## src/rtl/master_out_port_pkg.sv

```systemverilog
// rtl/master_out_port_pkg.sv - shared system-bus widths and request-channel state encoding
package master_out_port_pkg;

    localparam int BUS_ADDR_W  = 12;
    localparam int BUS_DATA_W  = 8;
    localparam int BUS_BURST_W = 13;

    typedef enum logic [1:0] {
        ST_IDLE  = 2'd0,
        ST_REQ   = 2'd1,
        ST_SHIFT = 2'd2,
        ST_DONE  = 2'd3
    } bus_state_t;

    // Wait counter must hold TIMEOUT; a disabled timeout still needs one bit.
    function automatic int wait_cnt_width(input int timeout);
        return (timeout < 1) ? 1 : $clog2(timeout + 1);
    endfunction

endpackage

```

## src/rtl/master_out_port_if.sv

```systemverilog
// rtl/master_out_port_if.sv - core request and serial request-channel signals of the master out port
interface master_out_port_if #(
    parameter int ADDR_W = master_out_port_pkg::BUS_ADDR_W,
    parameter int DATA_W = master_out_port_pkg::BUS_DATA_W
);
    logic              req_valid;
    logic              req_write;
    logic [ADDR_W-1:0] req_addr;
    logic [DATA_W-1:0] req_wdata;
    logic              req_ready;
    logic              slave_ready;
    logic              master_valid;
    logic              read_en;
    logic              write_en;
    logic              tx_address;
    logic              tx_data;
    logic              tx_done;
    logic              tx_error;

    modport master (
        input  req_valid, req_write, req_addr, req_wdata, slave_ready,
        output req_ready, master_valid, read_en, write_en,
               tx_address, tx_data, tx_done, tx_error
    );

    modport slave (
        output req_valid, req_write, req_addr, req_wdata, slave_ready,
        input  req_ready, master_valid, read_en, write_en,
               tx_address, tx_data, tx_done, tx_error
    );
endinterface

```

## src/rtl/master_out_port_piso_shifter.sv

```systemverilog
// rtl/master_out_port_piso_shifter.sv - parallel-load LSB-first shift register
module master_out_port_piso_shifter #(
    parameter int W = 12
) (
    input  logic         clk,
    input  logic         reset,
    input  logic         i_load,
    input  logic [W-1:0] i_data,
    input  logic         i_shift,
    output logic         o_bit
);
    logic [W-1:0] r_sr;

    always_ff @(posedge clk or posedge reset) begin
        if (reset) begin
            r_sr <= '0;
        end else if (i_load) begin
            r_sr <= i_data;
        end else if (i_shift) begin
            r_sr <= {1'b0, r_sr[W-1:1]};
        end
    end

    assign o_bit = r_sr[0];
endmodule

```

## src/rtl/master_out_port.sv

```systemverilog
// rtl/master_out_port.sv - bit-serial request transmitter with valid/ready handshake toward the slave
module master_out_port
    import master_out_port_pkg::*;
#(
    parameter int ADDR_W  = BUS_ADDR_W,
    parameter int DATA_W  = BUS_DATA_W,
    parameter int TIMEOUT = 0
) (
    input logic               clk,
    input logic               reset,
    master_out_port_if.master bus
);
    localparam int WAIT_W = wait_cnt_width(TIMEOUT);

    bus_state_t        r_state;
    bus_state_t        w_next;
    logic              r_write;
    logic [3:0]        r_bit_cnt;
    logic [WAIT_W-1:0] r_wait_cnt;
    logic              r_tx_error;
    logic              w_accept;
    logic              w_handshake;
    logic              w_timeout;
    logic              w_shift;
    logic              w_addr_bit;
    logic              w_data_bit;
    logic [DATA_W-1:0] w_wdata_load;

    // Reads load zero so the data line stays quiet regardless of req_wdata.
    assign w_wdata_load = bus.req_write ? bus.req_wdata : '0;

    master_out_port_piso_shifter #(.W(ADDR_W)) u_addr_sr (
        .clk     (clk),
        .reset   (reset),
        .i_load  (w_accept),
        .i_data  (bus.req_addr),
        .i_shift (w_shift),
        .o_bit   (w_addr_bit)
    );

    master_out_port_piso_shifter #(.W(DATA_W)) u_data_sr (
        .clk     (clk),
        .reset   (reset),
        .i_load  (w_accept),
        .i_data  (w_wdata_load),
        .i_shift (w_shift),
        .o_bit   (w_data_bit)
    );

    always_ff @(posedge clk or posedge reset) begin
        if (reset) begin
            r_state <= ST_IDLE;
        end else begin
            r_state <= w_next;
        end
    end

    always_comb begin
        w_next           = r_state;
        w_accept         = 1'b0;
        w_handshake      = 1'b0;
        w_timeout        = 1'b0;
        w_shift          = 1'b0;
        bus.req_ready    = 1'b0;
        bus.master_valid = 1'b0;
        bus.read_en      = 1'b0;
        bus.write_en     = 1'b0;
        bus.tx_address   = 1'b0;
        bus.tx_data      = 1'b0;
        bus.tx_done      = 1'b0;
        case (r_state)
            ST_IDLE: begin
                bus.req_ready = 1'b1;
                if (bus.req_valid) begin
                    w_accept = 1'b1;
                    w_next   = ST_REQ;
                end
            end
            ST_REQ: begin
                bus.master_valid = 1'b1;
                bus.read_en      = ~r_write;
                bus.write_en     = r_write;
                bus.tx_address   = w_addr_bit;
                bus.tx_data      = r_write & w_data_bit;
                // Bit 0 is captured by the slave on the handshake edge itself.
                if (bus.slave_ready) begin
                    w_handshake = 1'b1;
                    w_shift     = 1'b1;
                    w_next      = ST_SHIFT;
                end else if ((TIMEOUT != 0) && (int'(r_wait_cnt) == TIMEOUT - 1)) begin
                    w_timeout = 1'b1;
                    w_next    = ST_IDLE;
                end
            end
            ST_SHIFT: begin
                bus.read_en    = ~r_write;
                bus.write_en   = r_write;
                bus.tx_address = w_addr_bit;
                bus.tx_data    = r_write & (int'(r_bit_cnt) < DATA_W) & w_data_bit;
                w_shift        = 1'b1;
                if (int'(r_bit_cnt) == ADDR_W - 1) begin
                    w_next = ST_DONE;
                end
            end
            ST_DONE: begin
                bus.tx_done = 1'b1;
                w_next      = ST_IDLE;
            end
            default: begin
                w_next = ST_IDLE;
            end
        endcase
    end

    always_ff @(posedge clk or posedge reset) begin
        if (reset) begin
            r_write    <= 1'b0;
            r_bit_cnt  <= '0;
            r_wait_cnt <= '0;
            r_tx_error <= 1'b0;
        end else begin
            r_tx_error <= w_timeout;
            if (w_accept) begin
                r_write    <= bus.req_write;
                r_wait_cnt <= '0;
            end else if ((r_state == ST_REQ) && !w_handshake) begin
                r_wait_cnt <= r_wait_cnt + WAIT_W'(1);
            end
            if (w_handshake) begin
                r_bit_cnt <= 4'd1;
            end else if (r_state == ST_SHIFT) begin
                r_bit_cnt <= r_bit_cnt + 4'd1;
            end
        end
    end

    assign bus.tx_error = r_tx_error;
endmodule

```

## src/flat_wrapper.sv

```systemverilog
// flat-port wrapper written by rule: the top's interface ports become plain ports
module master_out_port_flat import master_out_port_pkg::*;
#(
    parameter int ADDR_W  = BUS_ADDR_W,
    parameter int DATA_W  = BUS_DATA_W,
    parameter int TIMEOUT = 0
)
  (clk, reset, bus_req_valid, bus_req_write, bus_req_addr, bus_req_wdata, bus_slave_ready, bus_req_ready, bus_master_valid, bus_read_en, bus_write_en, bus_tx_address, bus_tx_data, bus_tx_done, bus_tx_error);
  master_out_port_if #(.ADDR_W(ADDR_W), .DATA_W(DATA_W)) bus_i ();
  input logic clk;
  input logic reset;
  input wire logic [$bits(bus_i.req_valid)-1:0] bus_req_valid;
  input wire logic [$bits(bus_i.req_write)-1:0] bus_req_write;
  input wire logic [$bits(bus_i.req_addr)-1:0] bus_req_addr;
  input wire logic [$bits(bus_i.req_wdata)-1:0] bus_req_wdata;
  input wire logic [$bits(bus_i.slave_ready)-1:0] bus_slave_ready;
  output wire logic [$bits(bus_i.req_ready)-1:0] bus_req_ready;
  output wire logic [$bits(bus_i.master_valid)-1:0] bus_master_valid;
  output wire logic [$bits(bus_i.read_en)-1:0] bus_read_en;
  output wire logic [$bits(bus_i.write_en)-1:0] bus_write_en;
  output wire logic [$bits(bus_i.tx_address)-1:0] bus_tx_address;
  output wire logic [$bits(bus_i.tx_data)-1:0] bus_tx_data;
  output wire logic [$bits(bus_i.tx_done)-1:0] bus_tx_done;
  output wire logic [$bits(bus_i.tx_error)-1:0] bus_tx_error;
  assign bus_i.req_valid = bus_req_valid;
  assign bus_i.req_write = bus_req_write;
  assign bus_i.req_addr = bus_req_addr;
  assign bus_i.req_wdata = bus_req_wdata;
  assign bus_i.slave_ready = bus_slave_ready;
  assign bus_req_ready = bus_i.req_ready;
  assign bus_master_valid = bus_i.master_valid;
  assign bus_read_en = bus_i.read_en;
  assign bus_write_en = bus_i.write_en;
  assign bus_tx_address = bus_i.tx_address;
  assign bus_tx_data = bus_i.tx_data;
  assign bus_tx_done = bus_i.tx_done;
  assign bus_tx_error = bus_i.tx_error;
  master_out_port #(.ADDR_W(ADDR_W), .DATA_W(DATA_W), .TIMEOUT(TIMEOUT)) u_core (.clk(clk), .reset(reset), .bus(bus_i));
endmodule
```

## config.mk

```make
export PLATFORM = sky130hd
export DESIGN_NAME = master_out_port_flat
export DESIGN_NICKNAME = d
export VERILOG_FILES = /design/src/rtl/master_out_port_pkg.sv /design/src/rtl/master_out_port_if.sv /design/src/rtl/master_out_port_piso_shifter.sv /design/src/rtl/master_out_port.sv /design/src/flat_wrapper.sv
export SDC_FILE = /design/constraint.sdc
export NUM_CORES = 1
export LEC_CHECK = 0
export ABC_AREA = 0
export BUFFER_PORTS_ARGS = -buffer_cell sky130_fd_sc_hd__buf_2
export CORE_MARGIN = 5
export CORE_UTILIZATION = 45
export CTS_CLUSTER_DIAMETER = 30
export DETAILED_ROUTE_END_ITERATION = 16
export MAX_ROUTING_LAYER = met4
export PLACE_DENSITY = 0.69
export SKIP_LAST_GASP = 1
export SYNTH_ARGS = -nofsm -noshare
export SYNTH_HDL_FRONTEND = slang
export SYNTH_HIERARCHICAL = 1
export SYNTH_SLANG_ARGS = --single-unit
```

## constraint.sdc

```tcl
create_clock -name clk -period 2.1 [get_ports clk]
set_input_delay 0.21 -clock clk [delete_from_list [all_inputs] [get_ports clk]]
set_output_delay 0.21 -clock clk [all_outputs]
set_load 0.01 [all_outputs]
```

==> results by group <==
Layout
  – Layout cells sized above 1: 0.246
  – Area of the multi-input gates: roughly 680 µm²
  – Commonest cells after routing, fill and taps aside: 31 x buf_2, 27 x dfrtp_1, 24 x nand2_1, 19 x mux2i_1, 15 x o21ai_1
  – Area delta synth->final: 16.8%
  – Ant diodes: 0
  – Layout Cells excl Fill: 219
  – FF+latch area: 676 µm²
  – NumNets Final: between 200 and 250
  – Final Cell Area: 1670 µm²
  – Commonest non-fill, non-tap cell in the layout: buf_2
  – Fill cell count: around 310

Placement
  – Final Wtd Congestion: 0.729
  – Post-Place Cell Area: 1630 µm²
  – Pre-CTS WS: 0.323 ns
  – Placed Cells: ~210
  – IO buf count: 31
  – Detailed Place HPWL: ~2.1 mm

Clock tree
  – CTS tree: done
  – CTS Root Cell: clkbuf_4
  – Worst-skew pair later-pin latency: ~0.32 ns
  – Clk buf depth: 2
  – Post-CTS Resized: 0
  – H-tree depth: 1
  – CTS Sinks: 27
  – CTS buffer count: 3
  – Worst-path clk slew: 0.15 ns

Critical path
  – CP Class: reg2out
  – Crit path max-delay family: flip-flops
  – Worst reg-to-reg setup slack: 0.31 ns
  – Crit path arrival time: 1.68 ns
  – CP max-delay cell: dfrtp_1
  – Crit Path Max Fanout: 5
  – Worst r2r src: u_core/r_state[1]
  – Critical-path cell list: inv_1 -> ha_1 -> and2_1 -> nand2_1 -> a21oi_1 -> buf_2
  – Startpoint types: flip-flop
  – Reg2reg path depth: 7
  – Worst path bufs/invs: 2
  – RR Endpoint: u_core/u_addr_sr/r_sr[9]
  – Worst Setup End Kind: primary output
  – Worst path max stage delay: 0.43 ns
  – Req. time, crit path: about 1.9 ns

Power and ir drop
  – Sw frac: 0.391
  – Power Dens Cells: 1380 nW/µm²
  – Internal power: roughly 0.0014 W
  – Switching power total: 0.000900 W
  – VDD IR-drop max: 0.582 mV
  – Clock power frac: 0.099
  – Leak: 0.785 nW
  – Comb power frac: 0.514
  – Sequential Power Share: 0.387

Timing
  – Worst slew pin tran: around 0.53 ns
  – Final Cycle Share: 0.898
  – Final Hold Vio Count: 0
  – Final Max Slew Viols: 0
  – Tmin final: 1.89 ns
  – Fin Setup TNS: 0 ns
  – RSZ-0062 raised after global routing: no
  – Final setup fails: 0
  – Final hold slack: 0.0848 ns
  – Skew final: a little under 0.007 ns
  – Max Fclk: 530 MHz
  – Slew margin rel.: 0.648
  – Final worst slack: 0.214 ns

Synthesis
  – Synth area leader: dfrtp_1
  – Syn avg cell area: 10.1 µm²
  – Flops & latches, synth: 27
  – Post-synth cell types: 28
  – Top-area cell type share of the netlist area: 0.472
  – Sequential fraction of the synthesis area: 0.472
  – Mapped Cells: 142
  – Top cells by area, synth: dfrtp_1 47%, mux2i_1 13%, nand2_1 6.3%, ha_1 5.2%, o21ai_1 5.2%
  – Warnings from Yosys: 6
  – Syn Nets: 173
  – Post-Synthesis Cell Area: 1430 µm²

Global route
  – Grt ovf: 0
  – First-pass GRT wire length: approximately 4.7 mm
  – Largest net degree at the start of global routing: 21
  – Vias in the first global route: between 1000 and 1500
  – Initial antenna violation count: 0
  – Total track usage: 0.140

Run
  – Max-Cap Viols: 0

Worst hold path
  – WHS Endpoint: u_core/u_addr_sr/r_sr[7]
  – HP Start: bus_req_addr[7]
  – Hold Path Class: in2reg
  – Hold Path Cell Cnt: 3

Detailed routing
  – Detail Route Antenna Nets: 0
  – Post-DR wirelength/cell: 12.2 µm
  – Via count: 1043
  – DRT Wirelength: between 2 and 3 mm
  – Detailed Routing Iterations Pass 1: 4
  – Initial DRC count: 26
  – Vias per inst: ~4.8
  – Remaining routing DRC violations: 0

Die
  – Die H: approximately 66 µm
  – IO Pins: 33
  – Row count: 20
  – Die ar.: 4410 µm²
  – Die span in x: between 60 and 70 µm
  – Core Footprint: 3050 µm²
  – Initial core utilization: 0.469

Outcome
  – Status: complete, no violations
==> cells in the mapped netlist <==
master and instances:
dfrtp_1 27, nand2_1 24, mux2i_1 19, o21ai_1 15, and2_1 11, ha_1 6
inv_1 6, a21oi_1 5, o21ai_0 4, buf_6 3, buf_2 2, nand2b_1 2
nor2b_1 2, xor2_1 2, a222oi_1 1, a22oi_1 1, a2bb2oi_1 1, buf_4 1
clkbuf_1 1, conb_1 1, inv_2 1, mux2_1 1, mux2_2 1, nand3b_1 1
nand4_1 1, nor2_1 1, o21ai_2 1, xnor2_1 1
==> metrics by stage <==
step	power [W]	utilization
floorplan	0.00180	-
global placement	0.00204	0.534
detailed placement	0.00211	0.534
CTS	0.00234	0.548
global route	0.00252	0.548
finish	0.00230	0.548
==> metal layers <==
layer,vias up,part of all wire,GRT usage,wire [µm]
met5,-,0,-,0
met4,0,0.0056,0.0381,15
met3,2,0.036,0.0204,97
met2,18,0.50,0.242,1340
met1,485,0.46,0.171,1230
li1,538,-,-,-
==> layout make-up <==
class	count	share of cell area
clock buffers	3	0.0135
clock inverters	1	0.00449
inverters	7	0.0157
multi-input cells	101	0.405
flip-flops and latches	27	0.404
well taps	44	0.0329
repair buffers	36	0.124
==> flip-flops by register name, indices dropped and copies added (netlist names) <==
register	flops
u_core/r_write	1
u_core/u_data_sr/r_sr	8
u_core/u_addr_sr/r_sr	12
u_core/r_bit_cnt	4
u_core/r_state	2
==> worst max path at each step <==
stage	from	to	slack, ns	cells past startpoint
final	u_core/r_state[1]	bus_tx_data	0.21	6
after global placement	u_core/r_state[0]	u_core/u_addr_sr/r_sr[1]	0.41	7
after detailed placement	u_core/r_state[0]	u_core/u_addr_sr/r_sr[9]	0.32	7
after global routing	u_core/r_state[1]	bus_tx_data	0.03	6
after CTS	u_core/r_state[1]	bus_tx_data	0.18	6
after floorplan	u_core/r_state[0]	u_core/u_addr_sr/r_sr[9]	0.24	8
==> power groups by stage <==
stage | sequential [W] | clock [W] | combinational (W)
finish | 0.000890 | 0.000227 | 0.00118
global route | 0.000920 | 0.000271 | 0.00133
CTS | 0.000892 | 0.000239 | 0.00121
detailed placement | 0.000904 | 0 | 0.00120
global placement | 0.000889 | 0 | 0.00115
floorplan | 0.000861 | 0 | 0.000942
==> logic make-up after synthesis <==
group	Yosys count	share of synthesized area
and+or+nand+nor	42	0.141
AOI/OAI and AO/OA	28	0.108
DFF	27	0.472
muxes	21	0.149
buffers and inverters	14	0.0568
adders and majority gates	6	0.0524
xor gates and xnor gates	3	0.0184
other	1	0.00262
==> tightest hold or removal path: stages <==
cell     delay [ns]
buf_2          0.07
nand2_1        0.04
o21ai_1        0.06
==> timing repair <==
item / in CTS / in global routing
hold buffers: 1 / 0
endpoints found under the hold margin: 27 / 0
buffers inserted: 0 / 0
No activity file was read; power rests on OpenSTA's default activity.
